<file path="src/rtl/down_counter_bank_if.sv">
// Load/ack/read bus of the countdown timer bank; the bank itself is the slave.
interface down_counter_bank_if #(
  parameter int N     = 4,
  parameter int WIDTH = 8
) ();
  localparam int IW = $clog2(N);

  logic             load_valid;
  logic             load_ready;
  logic [IW-1:0]    load_idx;
  logic [WIDTH-1:0] load_value;
  logic             ack_valid;
  logic [IW-1:0]    ack_idx;
  logic [IW-1:0]    rd_idx;
  logic [WIDTH-1:0] rd_count;
  logic [N-1:0]     expired;
  logic             irq;

  modport master (
    output load_valid, load_idx, load_value, ack_valid, ack_idx, rd_idx,
    input  load_ready, rd_count, expired, irq
  );

  modport slave (
    input  load_valid, load_idx, load_value, ack_valid, ack_idx, rd_idx,
    output load_ready, rd_count, expired, irq
  );
endinterface

</file>
<file path="src/rtl/down_counter_bank.sv">
// Bank of N countdown timers sharing one prescaler, with sticky expiry flags.
// Optional DOWN_COUNTER_BANK_AUTO_RELOAD_EN: periodic timers reloading on expiry.
module down_counter_lane #(
  parameter int WIDTH = 8
) (
  input  logic             clock,
  input  logic             reset_n,
  input  logic             i_strobe,
  input  logic             i_load,
  input  logic [WIDTH-1:0] i_load_value,
  input  logic             i_ack,
  output logic             o_is_expired,
  output logic             o_exp_nxt,
  output logic             o_expired,
  output logic [WIDTH-1:0] o_count
);
  typedef enum logic [1:0] {IDLE, RUNNING, EXPIRED} state_t;

  state_t           r_state, w_state_nxt;
  logic [WIDTH-1:0] r_count, w_count_nxt;
  logic             r_exp, w_exp_nxt;
`ifdef DOWN_COUNTER_BANK_AUTO_RELOAD_EN
  logic [WIDTH-1:0] r_reload, w_reload_nxt;
`endif

  always_ff @(posedge clock or negedge reset_n) begin
    if (!reset_n) begin
      r_state <= IDLE;
      r_count <= '0;
      r_exp   <= 1'b0;
`ifdef DOWN_COUNTER_BANK_AUTO_RELOAD_EN
      r_reload <= '0;
`endif
    end else begin
      r_state <= w_state_nxt;
      r_count <= w_count_nxt;
      r_exp   <= w_exp_nxt;
`ifdef DOWN_COUNTER_BANK_AUTO_RELOAD_EN
      r_reload <= w_reload_nxt;
`endif
    end
  end

  always_comb begin
    w_state_nxt = r_state;
    w_count_nxt = r_count;
    w_exp_nxt   = r_exp;
`ifdef DOWN_COUNTER_BANK_AUTO_RELOAD_EN
    w_reload_nxt = r_reload;
    // ack is applied first so a same-cycle expiry re-sets the flag
    if (i_ack) w_exp_nxt = 1'b0;
    if (i_load) begin
      w_reload_nxt = i_load_value;
      w_count_nxt  = i_load_value;
      w_state_nxt  = (i_load_value != '0) ? RUNNING : IDLE;
    end else if (r_state == RUNNING && i_strobe) begin
      if (r_count == WIDTH'(1)) begin
        w_count_nxt = r_reload;
        w_exp_nxt   = 1'b1;
      end else begin
        w_count_nxt = r_count - WIDTH'(1);
      end
    end
`else
    // load is never presented while EXPIRED (load_ready gates it upstream)
    if (i_load) begin
      w_count_nxt = i_load_value;
      w_state_nxt = (i_load_value != '0) ? RUNNING : IDLE;
    end else begin
      case (r_state)
        RUNNING: if (i_strobe) begin
          if (r_count == WIDTH'(1)) begin
            w_count_nxt = '0;
            w_state_nxt = EXPIRED;
            w_exp_nxt   = 1'b1;
          end else begin
            w_count_nxt = r_count - WIDTH'(1);
          end
        end
        EXPIRED: if (i_ack) begin
          w_state_nxt = IDLE;
          w_exp_nxt   = 1'b0;
        end
        default: ;
      endcase
    end
`endif
  end

  assign o_is_expired = (r_state == EXPIRED);
  assign o_exp_nxt    = w_exp_nxt;
  assign o_expired    = r_exp;
  assign o_count      = r_count;
endmodule

module down_counter_bank #(
  parameter int N        = 4,
  parameter int WIDTH    = 8,
  parameter int PRESCALE = 4
) (
  input  logic                  clock,
  input  logic                  reset_n,
  down_counter_bank_if.slave    bus
);
  localparam int IW = $clog2(N);
  localparam int PW = (PRESCALE > 1) ? $clog2(PRESCALE) : 1;

  logic [PW-1:0]             r_pre;
  logic                      w_strobe;
  logic                      w_load_ok;
  logic [N-1:0]              w_load, w_ack, w_is_exp, w_exp_nxt, w_exp;
  logic [N-1:0][WIDTH-1:0]   w_count;
  logic [WIDTH-1:0]          r_rd_count;
  logic                      r_irq;

  assign w_strobe = (r_pre == PW'(PRESCALE - 1));

  always_ff @(posedge clock or negedge reset_n) begin
    if (!reset_n) r_pre <= '0;
    else          r_pre <= w_strobe ? '0 : r_pre + PW'(1);
  end

`ifdef DOWN_COUNTER_BANK_AUTO_RELOAD_EN
  assign bus.load_ready = 1'b1;
`else
  assign bus.load_ready = ~w_is_exp[bus.load_idx];
`endif
  assign w_load_ok = bus.load_valid && bus.load_ready;

  for (genvar g = 0; g < N; g++) begin : g_lane
    assign w_load[g] = w_load_ok     && (bus.load_idx == IW'(g));
    assign w_ack[g]  = bus.ack_valid && (bus.ack_idx  == IW'(g));

    down_counter_lane #(.WIDTH(WIDTH)) u_lane (
      .clock        (clock),
      .reset_n      (reset_n),
      .i_strobe     (w_strobe),
      .i_load       (w_load[g]),
      .i_load_value (bus.load_value),
      .i_ack        (w_ack[g]),
      .o_is_expired (w_is_exp[g]),
      .o_exp_nxt    (w_exp_nxt[g]),
      .o_expired    (w_exp[g]),
      .o_count      (w_count[g])
    );
  end

  // irq is built from next-state flags so it lands on the same edge as expired
  always_ff @(posedge clock or negedge reset_n) begin
    if (!reset_n) begin
      r_rd_count <= '0;
      r_irq      <= 1'b0;
    end else begin
      r_rd_count <= w_count[bus.rd_idx];
      r_irq      <= |w_exp_nxt;
    end
  end

  assign bus.rd_count = r_rd_count;
  assign bus.expired  = w_exp;
  assign bus.irq      = r_irq;
endmodule

</file>
<file path="src/flat_wrapper.sv">
// flat-port wrapper written by rule: the top's interface ports become plain ports
module down_counter_bank_flat 
#(
  parameter int N        = 4,
  parameter int WIDTH    = 8,
  parameter int PRESCALE = 4
)
  (clock, reset_n, bus_load_valid, bus_load_idx, bus_load_value, bus_ack_valid, bus_ack_idx, bus_rd_idx, bus_load_ready, bus_rd_count, bus_expired, bus_irq);
  down_counter_bank_if #(.N(N), .WIDTH(WIDTH)) bus_i ();
  input  logic clock;
  input  logic reset_n;
  input wire logic [$bits(bus_i.load_valid)-1:0] bus_load_valid;
  input wire logic [$bits(bus_i.load_idx)-1:0] bus_load_idx;
  input wire logic [$bits(bus_i.load_value)-1:0] bus_load_value;
  input wire logic [$bits(bus_i.ack_valid)-1:0] bus_ack_valid;
  input wire logic [$bits(bus_i.ack_idx)-1:0] bus_ack_idx;
  input wire logic [$bits(bus_i.rd_idx)-1:0] bus_rd_idx;
  output wire logic [$bits(bus_i.load_ready)-1:0] bus_load_ready;
  output wire logic [$bits(bus_i.rd_count)-1:0] bus_rd_count;
  output wire logic [$bits(bus_i.expired)-1:0] bus_expired;
  output wire logic [$bits(bus_i.irq)-1:0] bus_irq;
  assign bus_i.load_valid = bus_load_valid;
  assign bus_i.load_idx = bus_load_idx;
  assign bus_i.load_value = bus_load_value;
  assign bus_i.ack_valid = bus_ack_valid;
  assign bus_i.ack_idx = bus_ack_idx;
  assign bus_i.rd_idx = bus_rd_idx;
  assign bus_load_ready = bus_i.load_ready;
  assign bus_rd_count = bus_i.rd_count;
  assign bus_expired = bus_i.expired;
  assign bus_irq = bus_i.irq;
  down_counter_bank #(.N(N), .WIDTH(WIDTH), .PRESCALE(PRESCALE)) u_core (.clock(clock), .reset_n(reset_n), .bus(bus_i));
endmodule
</file>
<file path="config.mk">
export PLATFORM = sky130hd
export DESIGN_NAME = down_counter_bank_flat
export DESIGN_NICKNAME = d
export VERILOG_FILES = /design/src/rtl/down_counter_bank_if.sv /design/src/rtl/down_counter_bank.sv /design/src/flat_wrapper.sv
export SDC_FILE = /design/constraint.sdc
export NUM_CORES = 1
export LEC_CHECK = 0
export ABC_CLOCK_PERIOD_IN_PS = 2000
export CELL_PAD_IN_SITES_DETAIL_PLACEMENT = 2
export CELL_PAD_IN_SITES_GLOBAL_PLACEMENT = 2
export CORE_MARGIN = 2
export CORE_UTILIZATION = 33
export DETAILED_ROUTE_END_ITERATION = 7
export PLACE_DENSITY = 0.74
export SLEW_MARGIN = 0
export SYNTH_ARGS = -nofsm -noshare
export SYNTH_HDL_FRONTEND = slang
export SYNTH_SLANG_ARGS = --single-unit
</file>
<file path="constraint.sdc">
create_clock -name clock -period 2 [get_ports clock]
set_clock_uncertainty 0.1 [all_clocks]
set_input_delay 0.4 -clock clock [delete_from_list [all_inputs] [get_ports clock]]
set_output_delay 0.4 -clock clock [all_outputs]
set_load 0.02 [all_outputs]
</file>
* Word level (Yosys, flattened, before mapping)
Cells that the tools add are included.
** Operators by class
- Add/subtract/negate cells :: 5
- Order comparisons :: 2
- Equality and inequality tests :: 31
- Muxes and demuxes :: 62
- Bitwise operators :: 1
- Reductions and logical operators :: 33
** Operators by type and width (number)
- two-way mux 8 bit :: 17
- two-way mux 2 bit :: 17
- equality test 8 x 1 -> 1 bit, second input constant :: 4
- subtractor 8 x 1 -> 8 bit, second input constant :: 4
- != test 3 bit, second input constant :: 8
- equality test 2 bit, second input constant :: 9
- two-way mux 1 bit :: 18
- binary-select mux 8 bit (select 2 bit) :: 1
- one-hot mux 2 bit (2 select lines) :: 4
- AND reduction 4 bit :: 4
- nonzero test 2 bit :: 8
- equality test 2 x 1 -> 1 bit, second input constant :: 6
- != test 3 x 2 -> 1 bit, second input constant :: 4
- nonzero test 3 bit :: 4
- logical AND 1 bit :: 9
- one-hot mux 1 bit (2 select lines) :: 4
- AND reduction 2 bit :: 4
- nonzero test 8 bit :: 1
- < comparator 2 x 3 -> 1 bit, second input constant :: 2
- zero test 2 bit :: 2
- OR reduction 4 bit :: 1
- adder 2 x 1 -> 2 bit, second input constant :: 1
- binary-select mux 1 bit (select 2 bit) :: 1
- inverter 1 bit :: 1
** Storage, ports and cells
- Flip-flop bits (word level) :: 55
- Bits of input ports :: 18
- Output and inout port bits :: 14
- Logic and storage cells :: 149

* Longest topological paths before layout
Gate-level depths: netlist of the first run.
- Word-level depth :: 8
- Depth in mapped cells :: 8

* Hierarchy
A second synthesis of the first run with hierarchy kept.
** Unflattened totals
- Cell total of the unflattened synthesis :: 385
- Area, all modules :: 3634.7 um^2
** By module, submodules not included
- down_counter_lane at u_core.g_lane[0].u_lane ... :: times used 3, cells an instance 89, area an instance 767.0 um^2
- down_counter_lane at u_core.g_lane[3].u_lane :: times used 1, cells an instance 82, area an instance 747.0 um^2
- down_counter_bank :: times used 1, cells an instance 36, area an instance 586.8 um^2

* Worst setup path after synthesis of the first run
No wires, ideal clock.
- Kind :: reg2reg
- Start point :: register u_core.g_lane[3].u_lane.r_state[1]
- End point :: register u_core.g_lane[3].u_lane.r_count[6]
- Arrival time :: 1.742 ns
- Required time :: 1.777 ns
- Path slack :: 0.035 ns
- Stages on the path, launching flop included :: 8
- Cells stage by stage :: dfrtp_1 -> inv_1 -> ha_1 -> nand3_1 -> or3_2 -> or3_1 -> mux2i_1 -> a21oi_1
** On the way
- Cells in the longest elaborated chain, start to end :: 8
- Elaborated cells between the ends (all ways) :: 11
- Classes of those cells :: 2 x eq/ne; 3 x mux; 1 x bitwise; 5 x reduce/logical
** RTL lines
- start: declaration :: RTL line down_counter_bank.sv:19 : state_t r_state, w_state_nxt;
- start signal: assignment :: RTL line down_counter_bank.sv:35 : r_state <= w_state_nxt;
- equality test 2 bit :: RTL line down_counter_bank.sv:90 : assign o_is_expired = (r_state == EXPIRED);
- binary-select mux 1 bit (select 2 bit) :: RTL line down_counter_bank.sv:126 : assign bus.load_ready = ~w_is_exp[bus.load_idx];
- two-way mux 1 bit (implied by the code) :: RTL line down_counter_bank.sv:126
- inverter 1 bit :: RTL line down_counter_bank.sv:126
- logical AND 1 bit :: RTL line down_counter_bank.sv:128 : assign w_load_ok = bus.load_valid && bus.load_ready;
- logical AND 1 bit :: RTL line down_counter_bank.sv:131 : assign w_load[g] = w_load_ok && (bus.load_idx == IW'(g));
- nonzero test 2 bit (no line)
- AND reduction 2 bit (no line)
- end signal: assignment :: RTL line down_counter_bank.sv:36 : r_count <= w_count_nxt;
- end: declaration :: RTL line down_counter_bank.sv:20 : logic [WIDTH-1:0] r_count, w_count_nxt;
Parallel ways exist; a longest one is shown, timed or not. The select of a mux whose other input is x is not followed.
A chain may end at the register's enable or synchronous reset.

* Worst setup path in the final report of the first run
- Start point :: register u_core.g_lane[2].u_lane.r_state[1]
- End point :: register u_core.r_irq, in the netlist u_core.bus.irq
** On the way
- Cells in the longest elaborated chain, start to end :: 8
- Elaborated cells between the ends (all ways) :: 16
- Classes of those cells :: 2 x eq/ne; 7 x mux; 1 x bitwise; 6 x reduce/logical
** RTL lines
- start: declaration :: RTL line down_counter_bank.sv:19
- start signal: assignment :: RTL line down_counter_bank.sv:35
- equality test 2 bit :: RTL line down_counter_bank.sv:70, down_counter_bank.sv:90
- binary-select mux 1 bit (select 2 bit) :: RTL line down_counter_bank.sv:126
- two-way mux 1 bit (implied by the code) :: RTL line down_counter_bank.sv:126
- inverter 1 bit :: RTL line down_counter_bank.sv:126
- logical AND 1 bit :: RTL line down_counter_bank.sv:128
- logical AND 1 bit :: RTL line down_counter_bank.sv:131
- two-way mux 1 bit (*) :: RTL line down_counter_bank.sv:66 : if (i_load) begin
- net u_core.g_lane[2].u_lane.o_exp_nxt :: RTL line down_counter_bank.sv:13 : output logic o_exp_nxt,
- OR reduction 4 bit (*) :: RTL line down_counter_bank.sv:155 : r_irq <= |w_exp_nxt;
- end signal: assignment :: RTL line down_counter_bank.sv:155
- end: declaration :: RTL line down_counter_bank.sv:114 : logic r_irq;
Mark *: on every way through the listed nets, which the timed path passes. The rest lies on a longest branch. The select of a mux whose other input is x is not followed.

==> flow_summary.yaml, run 1 <==
grt:
  antenna_found_initial: 0
  grt_overflow_total: 0
  track_usage_pct: 25.2
  grt_start_max_net_pins: 37
  via_count_of_the_first_global_routing_pass: 3940
  wire_length_of_the_first_global_routing_pass_um: 21600
layout:
  final_area_um2: 5010
  layout_nets: 526
  final.fill_count: 1018
  share_of_layout_cells_above_drive_strength_1_pct: 35.8
  final_core_utilization_pct: 49.4
  area_growth_pct: 47.5
  layout_common_cells: "sky130_fd_sc_hd__buf_4, sky130_fd_sc_hd__dfrtp_1, sky130_fd_sc_hd__nor2_1, sky130_fd_sc_hd__a21oi_1"
  num_antenna_cells: 0
  layout_commonest_cell: "sky130_fd_sc_hd__buf_4"
critical_path:
  cell_by_cell_trace_of_the_critical_path: "ha_4, buf_6, and4bb_2, nor3_1, a221o_1, or4_1"
  dominant_delay_contributor_by_cell_family_on_the_critical_path: "simple AND/OR/NAND/NOR gates"
  slowest_stage_cell_on_the_critical_path: "sky130_fd_sc_hd__dfrtp_1"
  critPathArrivalTime_ns: 2.25
  highest_fanout_seen_on_the_critical_path: 3
  cp-start-kind: "flip-flop"
  worst-path-buf-inv: 1
  setup.worst_path.end_class: "flip-flop"
  critPathKind: "flip-flop to flip-flop"
  worst_ep_required_time_ns: 2.10
  max_stage_delay_ns: 0.46
synth:
  synth_compound_area_share_pct: 15.0
  synth_enable_flop_cells: 0
  synthesis.instances: 371
  synth_seq_cells: 55
  netlist_area_um2: 3400
  post_synth.cell_area_avg_um2: 9.16
  synth.mux.area_fraction_pct: 8.47
  synth.yosys.seq_area_share_pct: 40.5
  synth.distinct_cells: 58
  yosys.area_share.simple_pct: 24.1
  ys.warnings.count: 0
  synth_top_family_by_area: "simple AND/OR/NAND/NOR gates"
  synth-main-ff-cell: "sky130_fd_sc_hd__dfrtp_1"
  ys_async_sr_fraction_pct: 100
  post_synth_fa_ha_maj_area_fraction_pct: 6.26
  synthXorXnorAreaFrac_pct: 0.516
  syn-num-nets: 406
cts:
  cts-buffers-inserted: 5
  clk_transition_reported_paths_ns: 0.11
  number_of_h_tree_levels: 2
  sink_count: 55
  clk_latency_ns: 0.33
  tritoncts_clock_tree: "built"
  cts_buffer_depth: 2
  clock_root_cell: "sky130_fd_sc_hd__clkbuf_8"
die:
  core_um2: 10100
  die-width_um: 105
  die-height_um: 105
  fp-row-count: 37
  start_util_pct: 33.5
  die_area_um2: 11100
  design.portCount: 32
route:
  drt-wirelength-per-cell_um: 24.0
  drt_iter0_drc: 121
  vias: 3495
  avgViaCountPerCell: 5.57
  dr.pass1.iters: 4
  drt_drc_violations_left: 0
  antenna_left: 0
  postRouteWirelength_um: 15100
placement:
  placed_cell_areas_um2: 4420
  place_hpwl_um: 10100
  io_buffer_count: 31
  pre_cts_ws_ns: -0.586
  gp_routability_congestion: 0.841
timing:
  min_period_ns: 2.15
  report.final.slew_viol_count: 0
  fmax_mhz: 466
  postLayoutSetupSlackWorst_ns: -0.147
  tcrit_tclk_final_pct: 107
  worst_slew_pin_tran_ns: 0.514
  grt_setup_unrepaired: "true"
  totalNegativeSetupSlack_ns: -0.588
  slew_headroom_pct: 65.7
  final-hold-violation-count: 0
  timing.final.setup_violations: 8
pwr:
  ir_drop_mv: 0.716
  powerDensity_nw_per_um2: 1080
  cellLeakagePower_nw: 2.15
  design_power_total_mw: 5.41
min_path:
  worst_hold_class: "flip-flop to flip-flop"
outcome:
  run_status: "finished with violations"
  failed_checks: "negative setup slack"
job:
  cap_violations: 0
==> path summary, 6_finish.rpt <==
check,from,to,slack (ns),cells past startpoint
worst max-delay path,u_core.g_lane[2].u_lane.r_state[1],u_core.bus.irq,-0.15,6
worst min-delay path,u_core.r_pre[0],u_core.r_pre[0],0.39,1
worst max register to register,u_core.g_lane[2].u_lane.r_state[1],u_core.bus.irq,-0.15,6
worst min register to register,u_core.r_pre[0],u_core.r_pre[0],0.39,1
max in group asynchronous,reset_n,u_core.g_lane[0].u_lane.r_state[0],0.73,3
min in group asynchronous,reset_n,u_core.bus.rd_count[7],0.47,2
==> area by class of cell <==
type                    instances  area [µm²]  share of cell area, %
inverters                      20        80.1                   1.60
well taps                     136         170                   3.40
clock buffers                   5        68.8                   1.37
multi-input cells             279        2130                   42.5
flip-flops and latches         55        1380                   27.5
repair buffers                130        1120                   22.3
clock inverters                 3        67.6                   1.35
==> cell usage after synthesis (2+ instances only) <==
| library cell | count | area [µm²] |
|---|---|---|
| sky130_fd_sc_hd__inv_1 | 20 | 75.1 |
| sky130_fd_sc_hd__clkbuf_1 | 7 | 26.3 |
| sky130_fd_sc_hd__nor3_1 | 23 | 115 |
| sky130_fd_sc_hd__or3b_2 | 2 | 17.5 |
| sky130_fd_sc_hd__a31oi_1 | 7 | 43.8 |
| sky130_fd_sc_hd__o31a_1 | 2 | 17.5 |
| sky130_fd_sc_hd__nor4_1 | 3 | 18.8 |
| sky130_fd_sc_hd__nor3b_2 | 2 | 25.0 |
| sky130_fd_sc_hd__o21ai_1 | 2 | 10.0 |
| sky130_fd_sc_hd__nor2b_1 | 2 | 12.5 |
| sky130_fd_sc_hd__nand4b_1 | 2 | 17.5 |
| sky130_fd_sc_hd__or3_1 | 6 | 37.5 |
| sky130_fd_sc_hd__a21oi_1 | 35 | 175 |
| sky130_fd_sc_hd__ha_1 | 17 | 213 |
| sky130_fd_sc_hd__or4_1 | 6 | 45.0 |
| sky130_fd_sc_hd__buf_4 | 5 | 37.5 |
| sky130_fd_sc_hd__nand3_1 | 11 | 55.1 |
| sky130_fd_sc_hd__o22ai_1 | 4 | 25.0 |
| sky130_fd_sc_hd__nand2b_1 | 5 | 31.3 |
| sky130_fd_sc_hd__nor2_1 | 40 | 150 |
| sky130_fd_sc_hd__mux4_2 | 8 | 180 |
| sky130_fd_sc_hd__o21ai_0 | 24 | 120 |
| sky130_fd_sc_hd__and2_1 | 5 | 31.3 |
| sky130_fd_sc_hd__nor3b_1 | 3 | 22.5 |
| sky130_fd_sc_hd__mux2i_1 | 7 | 70.1 |
| sky130_fd_sc_hd__nand2_1 | 34 | 128 |
| sky130_fd_sc_hd__a21boi_0 | 3 | 22.5 |
| sky130_fd_sc_hd__buf_6 | 2 | 22.5 |
| sky130_fd_sc_hd__dfrtp_1 | 55 | 1380 |
==> cell families after synthesis <==
kind of cell | after synthesis
AOI/OAI and AO/OA | 88
xor gates and xnor gates | 2
adders and majority gates | 17
buffers and inverters | 37
DFF | 55
muxes | 17
and+or+nand+nor | 155
==> what timing repair did <==
item,CTS,global route
setup buffers,6,9
endpoints found under the hold margin,19,0
cloned,0,1
gates resized for setup,46,46
pin swaps,10,24
setup endpoints to repair,15,28
hold buffers,1,0
==> metrics by stage <==
step / cells / hold slack, ns
detailed placement: 604 / 0.296
global placement: 604 / 0.294
CTS: 619 / 0.404
floorplan: 371 / 0.00441
finish: 628 / 0.389
global route: 628 / 0.415
==> power by group <==
part           internal [mW]  total [mW]  switching, mW
registers               1.46        1.75          0.289
clock network          0.500       0.924          0.424
logic                   1.33        2.74           1.41
total                   3.29        5.41           2.13
==> state kept, by name (all words and copies together), names as in the netlist <==
name                            count
u_core.bus.irq                      1
u_core.bus.rd_count                 8
u_core.g_lane.u_lane.o_count       32
u_core.g_lane.u_lane.o_expired      4
u_core.g_lane.u_lane.r_state        8
u_core.r_pre                        2
==> per-layer routing <==
metal	vias up	part of all wire [%]	GRT usage [%]
li1	1569	-	-
met1	1826	41	30.5
met2	75	53	45.3
met3	25	2.6	3.15
met4	0	3.1	9.71
met5	-	0	0
Power figures use the tool's default switching activity.
==> run 2: changes to the inputs <==
- CAP_MARGIN: not set -> 20
==> results of run 2 <==
Final layout, timing and power as in run 1 (identical DEF).
